<file path="src/rtl/calc_key_pkg.sv">
// Shared keypad definitions: scanner states, key code constants and the
// row/column to key code map. Also used by the downstream input controller.
package calc_key_pkg;

   typedef enum logic [1:0] {
      SCAN     = 2'd0,
      DEBOUNCE = 2'd1,
      HELD     = 2'd2,
      RELEASE  = 2'd3
   } key_state_e;

   localparam logic [3:0] KEY_EQ     = 4'hE;
   localparam logic [3:0] KEY_CLR    = 4'hF;
   localparam logic [3:0] KEY_OP_MIN = 4'hA;
   localparam logic [3:0] KEY_OP_MAX = 4'hD;

   // Number of low (active) lines in an active-low 4-bit vector.
   function automatic logic [2:0] zero_cnt(input logic [3:0] v);
      logic [2:0] n;
      n = 3'd0;
      for (int i = 0; i < 4; i++) n = n + {2'b00, ~v[i]};
      return n;
   endfunction

   // Index of the lowest low bit; meaningful when exactly one bit is low.
   function automatic logic [1:0] cold_idx(input logic [3:0] v);
      logic [1:0] idx;
      idx = 2'd0;
      for (int i = 3; i >= 0; i--) if (!v[i]) idx = 2'(i);
      return idx;
   endfunction

   // Physical key position to code (r3 row holds clear, zero, equals, D).
   function automatic logic [3:0] key_code(input logic [1:0] r, input logic [1:0] c);
      logic [3:0] k;
      case ({r, c})
         4'h0: k = 4'h1;
         4'h1: k = 4'h2;
         4'h2: k = 4'h3;
         4'h3: k = KEY_OP_MIN;
         4'h4: k = 4'h4;
         4'h5: k = 4'h5;
         4'h6: k = 4'h6;
         4'h7: k = 4'hB;
         4'h8: k = 4'h7;
         4'h9: k = 4'h8;
         4'hA: k = 4'h9;
         4'hB: k = 4'hC;
         4'hC: k = KEY_CLR;
         4'hD: k = 4'h0;
         4'hE: k = KEY_EQ;
         default: k = KEY_OP_MAX;
      endcase
      return k;
   endfunction

endpackage

</file>
<file path="src/rtl/key_debounce.sv">
// Saturating stable-sample counter shared by press and release debouncing.
// done is high on the sample that brings the count to DEB_CNT, so the
// registered consequence lands on the following cycle.
module key_debounce #(
   parameter int DEB_CNT = 20
) (
   input  logic CLK_1K,
   input  logic RST,
   input  logic sample,
   input  logic match,
   input  logic clear,
   output logic done
);

   localparam int CW = $clog2(DEB_CNT + 1);

   logic [CW-1:0] cnt_q, cnt_d;

   // Next count: clear wins, a mismatching sample restarts, saturate at DEB_CNT.
   always_comb begin
      cnt_d = cnt_q;
      if (clear)
         cnt_d = '0;
      else if (sample) begin
         if (!match)
            cnt_d = '0;
         else if (cnt_q != CW'(DEB_CNT))
            cnt_d = cnt_q + 1'b1;
      end
   end

   // Counter register.
   always_ff @(posedge CLK_1K or negedge RST) begin
      if (!RST) cnt_q <= '0;
      else      cnt_q <= cnt_d;
   end

   assign done = sample && match && !clear && (cnt_q >= CW'(DEB_CNT - 1));

endmodule

</file>
<file path="src/rtl/key_scan.sv">
// 4x4 keypad scanner/debouncer on the 1 kHz tick. Drives one-cold columns,
// synchronizes rows, debounces press and release and strobes flag once per
// accepted key. Optional auto-repeat of digit keys: define KEY_REPEAT_EN.
module key_scan
   import calc_key_pkg::*;
#(
   parameter int DEB_CNT    = 20,
   parameter int SCAN_DWELL = 3,
   parameter int REPEAT_DLY = 500,
   parameter int REPEAT_PER = 100
) (
   input  logic       CLK_1K,
   input  logic       RST,
   input  logic [3:0] row,
   output logic [3:0] col,
   output logic [3:0] key_value,
   output logic       flag
);

   localparam int DW = $clog2(SCAN_DWELL);

   key_state_e    state_q, state_d;
   logic [3:0]    sync_q, row_s;
   logic [3:0]    col_q, col_d;
   logic [3:0]    pat_q, pat_d;
   logic [3:0]    kv_q, kv_d;
   logic          flag_q, flag_d;
   logic [DW-1:0] dwell_q, dwell_d;
   logic          deb_sample, deb_match, deb_clear, deb_done;
   logic          rep_fire;

   // Two-flop synchronizer for the asynchronous row lines (idle high).
   always_ff @(posedge CLK_1K or negedge RST) begin
      if (!RST) begin
         sync_q <= 4'hF;
         row_s  <= 4'hF;
      end else begin
         sync_q <= row;
         row_s  <= sync_q;
      end
   end

   key_debounce #(.DEB_CNT(DEB_CNT)) u_deb (
      .CLK_1K (CLK_1K),
      .RST    (RST),
      .sample (deb_sample),
      .match  (deb_match),
      .clear  (deb_clear),
      .done   (deb_done)
   );

   // Scan/debounce FSM next state and outputs.
   always_comb begin
      state_d    = state_q;
      col_d      = col_q;
      dwell_d    = dwell_q;
      pat_d      = pat_q;
      kv_d       = kv_q;
      flag_d     = 1'b0;
      deb_sample = 1'b0;
      deb_match  = 1'b0;
      deb_clear  = 1'b0;
      case (state_q)
         SCAN: begin
            deb_clear = 1'b1;
            if (dwell_q == DW'(SCAN_DWELL - 1)) begin
               dwell_d = '0;
               if (zero_cnt(row_s) == 3'd1) begin
                  pat_d   = row_s;
                  state_d = DEBOUNCE;
               end else if (row_s == 4'hF)
                  col_d = {col_q[2:0], col_q[3]};
               else
                  state_d = RELEASE;   // ghosting risk: wait for all keys up
            end else
               dwell_d = dwell_q + 1'b1;
         end
         DEBOUNCE: begin
            deb_sample = 1'b1;
            deb_match  = (row_s == pat_q);
            if (!deb_match)
               state_d = SCAN;         // column stays frozen, dwell restarts
            else if (deb_done) begin
               kv_d    = key_code(cold_idx(pat_q), cold_idx(col_q));
               flag_d  = 1'b1;
               state_d = HELD;
            end
         end
         HELD: begin
            deb_clear = 1'b1;
            if (row_s == 4'hF)
               state_d = RELEASE;
            else if (rep_fire)
               flag_d = 1'b1;
         end
         default: begin                // RELEASE
            deb_sample = 1'b1;
            deb_match  = (row_s == 4'hF);
            if (deb_done) state_d = SCAN;
         end
      endcase
   end

   // FSM and datapath registers.
   always_ff @(posedge CLK_1K or negedge RST) begin
      if (!RST) begin
         state_q <= SCAN;
         col_q   <= 4'b1110;
         dwell_q <= '0;
         pat_q   <= 4'hF;
         kv_q    <= 4'h0;
         flag_q  <= 1'b0;
      end else begin
         state_q <= state_d;
         col_q   <= col_d;
         dwell_q <= dwell_d;
         pat_q   <= pat_d;
         kv_q    <= kv_d;
         flag_q  <= flag_d;
      end
   end

`ifdef KEY_REPEAT_EN
   localparam int RMAX = (REPEAT_DLY > REPEAT_PER) ? REPEAT_DLY : REPEAT_PER;
   localparam int HW   = $clog2(RMAX + 1);

   logic [HW-1:0] hold_q, hold_d;
   logic          rep_q, rep_d;

   // Hold timer: first repeat after REPEAT_DLY, then every REPEAT_PER; digits only.
   always_comb begin
      hold_d   = hold_q;
      rep_d    = rep_q;
      rep_fire = 1'b0;
      if (state_q != HELD) begin
         hold_d = '0;
         rep_d  = 1'b0;
      end else if (row_s != 4'hF && kv_q < KEY_OP_MIN) begin
         if (hold_q >= (rep_q ? HW'(REPEAT_PER - 1) : HW'(REPEAT_DLY - 1))) begin
            rep_fire = 1'b1;
            hold_d   = '0;
            rep_d    = 1'b1;
         end else
            hold_d = hold_q + 1'b1;
      end
   end

   // Hold timer registers.
   always_ff @(posedge CLK_1K or negedge RST) begin
      if (!RST) begin
         hold_q <= '0;
         rep_q  <= 1'b0;
      end else begin
         hold_q <= hold_d;
         rep_q  <= rep_d;
      end
   end
`else
   // Repeat timing parameters only matter when auto-repeat is built in.
   logic unused_rep;
   assign unused_rep = ^{REPEAT_DLY, REPEAT_PER};
   assign rep_fire   = 1'b0;
`endif

   assign col       = col_q;
   assign key_value = kv_q;
   assign flag      = flag_q;

endmodule

</file>
<file path="config.mk">
export PLATFORM = sky130hd
export DESIGN_NAME = key_scan
export DESIGN_NICKNAME = d
export VERILOG_FILES = /design/src/rtl/calc_key_pkg.sv /design/src/rtl/key_debounce.sv /design/src/rtl/key_scan.sv
export SDC_FILE = /design/constraint.sdc
export NUM_CORES = 1
export LEC_CHECK = 0
export ABC_AREA = 1
export CAP_MARGIN = 20
export CORE_MARGIN = 5
export CORE_UTILIZATION = 48
export CTS_CLUSTER_SIZE = 28
export DETAILED_ROUTE_END_ITERATION = 10
export GPL_TIMING_DRIVEN = 0
export PLACE_DENSITY = 0.71
export SLEW_MARGIN = 20
export SYNTH_ARGS = -nofsm -noshare
export SYNTH_HDL_FRONTEND = slang
export SYNTH_SLANG_ARGS = --single-unit
</file>
<file path="constraint.sdc">
create_clock -name CLK_1K -period 5.82 [get_ports CLK_1K]
set_clock_uncertainty 0.2 [all_clocks]
set_input_delay 0.873 -clock CLK_1K [delete_from_list [all_inputs] [get_ports CLK_1K]]
set_output_delay 0.873 -clock CLK_1K [all_outputs]
set_load 0.1 [all_outputs]
</file>
## After elaboration in Yosys (flattened, before gate mapping)

Memory sizes are Yosys's and may differ from the RTL's. A register that Yosys moved wholly into a read port is not among the register bits.
Index checks and enable logic that the tools add are counted.
W data, S select, Z words.

| cells by class | value |
|---|---|
| multiplexer cells | 33 |
| bitwise logic cells | 5 |
| equality and inequality tests | 13 |
| $lt $le $gt $ge | 1 |
| add/sub/neg operators | 5 |
| reductions and logical operators | 13 |

Operators by type and width:

| kind | number |
|---|---|
| $mux W2 | 22 |
| $mux W5 | 4 |
| $ne A3 B3 Y1 const B | 3 |
| $pmux W2 S3 | 1 |
| $reduce_and A3 Y1 | 2 |
| $add A5 B1 Y5 const B | 1 |
| $ge A5 B5 Y1 const B | 1 |
| $mux W1 | 5 |
| $ne A5 B5 Y1 const B | 1 |
| $not A1 Y1 | 5 |
| $reduce_and A5 Y1 | 1 |
| $eq A2 B2 Y1 const B | 2 |
| $eq A4 B4 Y1 | 1 |
| $eq A4 B4 Y1 const B | 1 |
| $ne A2 B2 Y1 const B | 2 |
| $reduce_and A4 Y1 | 1 |
| $reduce_bool A4 Y1 | 1 |
| $add A2 B1 Y3 | 1 |
| $add A3 B1 Y3 | 1 |
| $eq A3 B1 Y1 const B | 1 |
| $logic_and A1 B1 Y1 | 3 |
| $add A1 B1 Y2 | 1 |
| $add A2 B1 Y2 const B | 1 |
| $eq A2 B1 Y1 const B | 1 |
| other kinds (6) | 7 |

| word-level totals | value |
|---|---|
| ROM bits | 64 |
| flip-flop bits (word level) | 26 |
| output and inout bits | 9 |
| memories | 1 |
| word-level logic and storage cells | 79 |
| bits of input ports | 6 |

Memory list:

| name | depth | bits a word | rd ports | clocked after Yosys merged registers in | wr ports | line | text |
|---|---|---|---|---|---|---|---|
| (no name shown) | 16 | 4 | 1 | 1 | 0 | calc_key_pkg.sv:36 | `case ({r, c})` |

## Longest topological paths before layout

Gate-level depths: netlist (run 1).

| depth | value |
|---|---|
| word-level depth | 9 |
| gate-level depth with buffers | 14 |
| gate-level depth less buffers | 14 |

## Modules after synthesis

From an unflattened synthesis (run 1), not the netlist that was laid out.

| unflattened totals | value |
|---|---|
| cell total of the unflattened synthesis | 225 |
| area, all modules | 1,808.0 sq um |

Modules (own cells, without submodules):

| module | times used | cells an instance | area an instance (sq um) |
|---|---|---|---|
| key_scan | 1 | 172 | 1,441.4 |
| key_debounce | 1 | 53 | 366.6 |

## Worst setup path after synthesis (run 1)

OpenSTA, ideal clock, no wires.

| timing | value |
|---|---|
| path kind | reg2reg |
| from | reg col_q[0], in the netlist col[0] |
| to | reg kv_q[1], in the netlist key_value[1] |
| required time | 5.546 ns |
| stages on the path, launching flop included | 9 |
| arrival | 2.151 ns |
| slack | 3.395 ns |
| clock period less this slack | 2.425 ns |
| buffers on the path | 0 |
| setup time | 0.074 ns |
| cell sequence | dfrtp_1 -> inv_1 -> a21oi_1 -> inv_1 -> ha_1 -> or2_2 -> o21ai_0 -> nor2_1 -> o21ai_2 |

| between the ends | value |
|---|---|
| cells in the longest elaborated chain, start to end | 4 |

RTL lines:

| item | line | text |
|---|---|---|
| start, declared | key_scan.sv:24 | `logic [3:0] col_q, col_d;` |
| start signal, assigned | key_scan.sv:115 | `col_q <= col_d;` |
| $mux W2 | calc_key_pkg.sv:29 | `for (int i = 3; i >= 0; i--) if (!v[i]) idx = 2'(i);` |
| $mux W2 | key_scan.sv:83 | `else if (deb_done) begin` |
| $mux W2 | key_scan.sv:81 | `if (!deb_match)` |
| $mux W2 | key_scan.sv:63 | `case (state_q)` |
| end, declared | key_scan.sv:26 | `logic [3:0] kv_q, kv_d;` |

No other way between the ends. The select of a mux whose other input is x is not followed.
A chain may end at the register's enable or synchronous reset.

## Worst setup path after layout (run 1)

| timing | value |
|---|---|
| from | reg col_q[1], in the netlist col[1] |
| to | out col[1] |

RTL lines:

| item | line | text |
|---|---|---|
| end, declared | key_scan.sv:15 | `output logic [3:0] col,` |

No word-level cell between the ends.

==> impl_metrics.csv, run 1 <==
group,metric,value,unit
clock_tree,cts_buffers,5,
flow_run,cap_violations,0,
synth,syn_nets,205,
worst_setup_path,crit_path_cell_trace,"clkdlybuf4s50_1",
die,row_count,21,
global_route,grt_pass1_vias,1195,
synth,seq_area_frac_synth,47.3,%
drt,vias,1243,
clock_tree,clock_latency,330,ps
global_route,grt_pass1_wl,4.69,mm
clock_tree,htree_levels,2,
synth,syn_area,0.00163,mm^2
drt,dr.pass1.iters,4,
placed_design,routabilityCongestion,0.864,
clock_tree,holdBufCountCts,0,
min_path,hp-class,"flip-flop to flip-flop",
sta,setup_tns,0,ps
synth,synthCells,188,
worst_setup_path,cp_data_arrival_time,2030,ps
sta,setup_slack,2720,ps
drt,finalWirelength,2.66,mm
die,die_h,68.2,um
global_route,antenna_found_initial,0,
layout,drive_gt1_share,19.5,%
clock_tree,cts_tree,"done",
worst_setup_path,worstSetupStartpoint,"col[1]",
layout,nFillCells,312,
worst_setup_path,reg2reg_from,"row_s[1]",
die,core,0.00331,mm^2
sta,max-slew-margin-rel,35.3,%
global_route,grt-ovfl-total,0,
placed_design,hpwl,2.04,mm
min_path,hold_end,"row_s[0]",
power,ir_drop,0.000196,V
power,p_per_area,325,mW/mm^2
worst_setup_path,crit_buf_inv,1,
power,power_leakage,0.918,nW
clock_tree,clockRootBuffer,"clkbuf_4",
worst_setup_path,r2r_end,"state_q[0]",
worst_setup_path,required,4750,ps
drt,post_drt_via_cell_ratio,4.86,
synth,ys_warn_count,0,
synth,synthTopCellsByArea,"dfstp_2 24%, dfrtp_1 23%, nand2_1 11%",
placed_design,placed_area,0.00182,mm^2
die,pin_count,15,
sta,max_freq,0.322,GHz
min_path,hp-start,"sync_q[0]",
die,dieArea,0.00465,mm^2
placed_design,place_ws,3060,ps
sta,whs,158,ps
sta,rsz0062_at_grt,"false",
sta,hold_viol_final,0,
status,status,"complete, no violations",
layout,final_util,56.7,%
clock_tree,cts_resized,0,
drt,drc_errors,0,
drt,routedWlPerCell,10.4,um
layout,multi_input_area,739,um^2
worst_setup_path,crit_type,"flip-flop to primary output",
global_route,grt_use_total,13.6,%
clock_tree,cts.sinks,30,
die,start_util,49.1,%
synth,avgSynthCellArea,8.65,um^2
drt,drtIter0Drc,84,
worst_setup_path,timing.reg2reg.setup_slack,3310,ps
worst_setup_path,cp-end-kind,"primary output",
sta,period_share,53.3,%
sta,setup_viol,0,
worst_setup_path,cp_top_family,"buffers and inverters",
min_path,hold_depth,0,
sta,drv_slew,0,
layout,ff_latch_area,769,um^2
worst_setup_path,max_stage_delay,1130,ps
worst_setup_path,slowest_stage,"clkdlybuf4s50_1",
worst_setup_path,rr_worst_depth,12,
clock_tree,cts_setup_buffers,0,
global_route,grt_max_degree,31,
sta,fin_crit,3100,ps
synth,synth_cell_types,30,
die,die_w,68.2,um
drt,detail-route-antenna-nets,0,
clock_tree,cts_buffer_depth,2,
worst_setup_path,crit_fanout,5,
synth,yosysTopAreaCell,"dfstp_2",
layout,nNetsFinal,226,
layout,synthToLayoutAreaGrowth,15.6,%
synth,synth_seq_cells,30,
sta,tightest_slew,968,ps
layout,fin_area,0.00188,mm^2
clock_tree,clk_pin_slew,90,ps
placed_design,io_buffers,14,
layout,n_antenna_cell,0,
worst_setup_path,cp-start-kind,"flip-flop",
synth,synth_top_cell_area_share,24.2,%
layer usage:
layer / track usage [%] / up-vias / routed length (um)
met5: 0 / - / 0
met4: 6.95 / 0 / 57
met3: 4.60 / 8 / 135
met2: 23.2 / 15 / 1290
met1: 15.0 / 586 / 1180
li1: - / 634 / -
power breakdown:
part | switching [mW] | internal [mW] | total [mW] | leakage, nW
Sequential | 0.0306 | 0.254 | 0.285 | 0.359
Combinational | 0.130 | 0.0668 | 0.197 | 0.523
Clock | 0.0692 | 0.0584 | 0.128 | 0.0353
cell usage after synthesis:
cell type,instances
a211oi_1,1
a21o_1,1
a21oi_1,5
a21oi_2,1
dfrtp_1,15
dfstp_2,15
fa_1,1
ha_1,10
inv_1,29
inv_2,2
nand2_1,49
nand2_2,1
nand2_4,2
nand3_1,14
nand3_2,1
nand3b_1,1
nand4_1,2
nor2_1,10
nor2_2,2
nor2_4,1
nor2_8,1
nor3_1,1
o211ai_1,1
o21ai_0,10
o21ai_1,3
o21ai_2,4
or2_2,2
or2_4,1
xnor2_1,1
xor2_1,1
cell families (layout without fill, tap and decap cells):
kind of cell	after synthesis	after routing	synth area share [%]
compound gates	26	26	9.62
fa+ha+maj	11	11	8.93
buf+inv	31	53	7.16
flops	30	30	47.3
xor+xnor	2	2	1.08
simple gates	88	88	25.9
area by class of cell:
cell class,instances,area share [%]
flip-flops and latches,30,41.0
clock buffers,7,2.93
repair buffers,14,7.20
inverters,31,6.20
well taps,46,3.06
multi-input cells,127,39.4
clock inverters,1,0.266
worst max path at each step:
stage,to,depth (start not counted)
4_1_cts,col[1],1
6_report,col[1],1
2_1_floorplan,key_value[1],8
5_1_grt,col[1],1
3_5_place_dp,col[1],1
3_3_place_gp,col[1],1
layout by cell type (no fill, tap or decap), drive strengths merged:
cell type / n
o211ai: 1
ha: 10
nand3b: 1
xnor2: 1
nor2: 14
clkdlybuf4s50: 13
a21oi: 6
xor2: 1
a21o: 1
nand2: 52
dfrtp: 15
fa: 1
or2: 3
buf: 1
dfstp: 15
clkinv: 1
o21ai: 17
inv: 31
nor3: 1
clkbuf: 7
nand4: 2
nand3: 15
a211oi: 1
sequential cells by signal (all words and copies together), names as in the netlist:
| register | cells |
|---|---|
| u_deb.cnt_q | 5 |
| col | 4 |
| key_value | 4 |
| pat_q | 4 |
| row_s | 4 |
| sync_q | 4 |
| dwell_q | 2 |
| state_q | 2 |
| flag | 1 |
stage by stage:
stage	power [mW]	instances
2_1_floorplan	0.445	188
3_3_place_gp	0.480	248
3_5_place_dp	0.488	248
4_1_cts	0.619	256
5_1_grt	0.663	256
6_report	0.610	256
Note: power is estimated with default switching activity, not from simulation.
==> run 2: changes to the inputs <==
- PLACE_DENSITY: 0.71 -> 0.73
- clock period: 5.82 -> 2.6 ns (I/O delays scaled with it)
==> impl_metrics.csv, run 2 (synthesis results as in run 1) <==
group,metric,value,unit
status,status,"complete, no violations",
global_route,grt_pass1_vias,1083,
die,core,0.00331,mm^2
clock_tree,clockRootBuffer,"clkbuf_4",
layout,fin_cells,261,
layout,fin_area,0.00193,mm^2
clock_tree,cts_buffer_depth,2,
global_route,antenna_found_initial,0,
die,start_util,49.1,%
worst_setup_path,cp_top_family,"buffers and inverters",
global_route,grt_pass1_wl,4.46,mm
sta,hold_viol_final,0,
clock_tree,cts_tree,"done",
drt,finalWirelength,2.62,mm
power,switching_power,0.523,mW
drt,drtIter0Drc,59,
layout,drive_gt1_share,22.3,%
clock_tree,clk_pin_slew,100,ps
worst_setup_path,required,2010,ps
drt,routedWlPerCell,10.0,um
sta,setup_viol,0,
drt,drc_errors,0,
sta,max_freq,0.405,GHz
min_path,hp-class,"flip-flop to flip-flop",
die,pin_count,15,
power,p_per_area,726,mW/mm^2
layout,synthToLayoutAreaGrowth,18.9,%
sta,tightest_slew,966,ps
sta,period_share,95.1,%
sta,fin_crit,2470,ps
drt,vias,1216,
worst_setup_path,crit_fanout,4,
layout,final_util,58.4,%
global_route,grt_use_total,13.1,%
clock_tree,cts_buffers,5,
drt,detail-route-antenna-nets,0,
sta,drv_slew,0,
layout,nNetsFinal,231,
worst_setup_path,crit_type,"flip-flop to primary output",
die,row_count,21,
die,dieArea,0.00465,mm^2
placed_design,placed_area,0.00182,mm^2
placed_design,io_buffers,14,
layout,n_antenna_cell,0,
flow_run,cap_violations,0,
sta,rsz0062_at_grt,"true",
power,total_power,1.40,mW
placed_design,hpwl,1.96,mm
drt,dr.pass1.iters,5,
placed_design,routabilityCongestion,0.848,
worst_setup_path,cp-start-kind,"flip-flop",
sta,max-slew-margin-rel,35.4,%
worst_setup_path,cp-end-kind,"primary output",
layout,regMostFlops,"u_deb.cnt_q",
power,power_leakage,0.964,nW
power,p_sw_share,37.3,%
layout,largest_reg_flops,5,
layout,layout_common_cells,"48 x nand2_1, 29 x inv_1, 15 x dfrtp_1, 15 x dfstp_2, 14 x nand3_1",
power,seqPwrFrac,45.4,%
clock_tree,clock_latency,330,ps
power,p_clk_share,22.9,%
worst_setup_path,crit_path_cell_trace,"clkdlybuf4s50_1",
placed_design,dpl.cell_count,248,
drt,post_drt_via_cell_ratio,4.66,
power,ir_drop,0.000421,V
global_route,grt_max_degree,31,
clock_tree,cts.sinks,30,
worst_setup_path,slowest_stage,"clkdlybuf4s50_1",
worst_setup_path,cp_data_arrival_time,1880,ps
power,pwr-share-comb,31.6,%
power,p_int,0.879,mW
global_route,grt-ovfl-total,0,
die,die_h,68.2,um
clock_tree,htree_levels,2,
die,die_w,68.2,um
worst_setup_path,crit_buf_inv,1,
worst_setup_path,max_stage_delay,1150,ps
layout,mostFrequentLayoutCell,"nand2_1",
-- run 2: cell count changes in the layout (fill, tap and decap cells not counted), sizes merged --
cell,previous run,this run
clkinv,1,2
clkbuf,7,6
dlygate4sd3,0,1
buf,1,5
dlygate4sd2,0,3
clkdlybuf4s50,13,10
-- run 2: worst paths after layout --
| kind | startpoint | to | slack (ps) | depth (start not counted) |
|---|---|---|---|---|
| setup / recovery | col[0] | col[0] | 130 | 1 |
| hold / removal | sync_q[1] | row_s[1] | 150 | 0 |
| setup reg to reg | row_s[0] | state_q[0] | 150 | 12 |
| hold reg to reg | sync_q[1] | row_s[1] | 150 | 0 |
| max in group asynchronous | RST | dwell_q[0] | 1370 | 2 |
| min in group asynchronous | RST | u_deb.cnt_q[2] | 410 | 2 |
-- run 2: metal layers --
layer | up-vias | wire length (um) | GRT usage, %
met5 | - | 0 | 0
met4 | 0 | 65 | 7.44
met3 | 7 | 120 | 4.43
met2 | 22 | 1200 | 19.9
met1 | 543 | 1230 | 16.4
li1 | 644 | - | -
-- run 2: cell type report --
type / count / area [um^2]
clock inverters: 2 / 10.0
repair buffers: 19 / 171
well taps: 46 / 57.6
fillers: 308 / 1380
multi-input cells: 127 / 744
flip-flops and latches: 30 / 769
clock buffers: 6 / 62.6
inverters: 31 / 116
-- run 2: repair_timing --
item,4_1_cts,5_1_grt
hold endpoints to repair,15,0
gates cloned,0,0
resized for setup,3,2
pin swaps,0,1
hold buffers,1,0
setup buffers,0,4
endpoints found under the setup margin,3,5
-- run 2: power by group through the flow --
stage	Sequential (mW)	Combinational, mW	Clock, mW
after detailed placement	0.647	0.440	0
after global routing	0.654	0.514	0.358
final	0.637	0.443	0.321
after global placement	0.645	0.435	0
after CTS	0.638	0.439	0.335
after floorplan	0.688	0.309	0
-- run 2: metrics by stage --
step           TNS, ps  setup WS, ps  hold slack, ps
3_5_place_dp         0          91.1             149
3_3_place_gp         0           117             146
4_1_cts              0          71.1             159
6_report             0           128             152
5_1_grt          -9.27         -9.27             169
2_1_floorplan        0           175            -106
==> run 3: changes to the inputs <==
- TNS_END_PERCENT: default -> 50
==> results of run 3 <==
No change in the layout: final DEF, timing and power equal those of run 2.
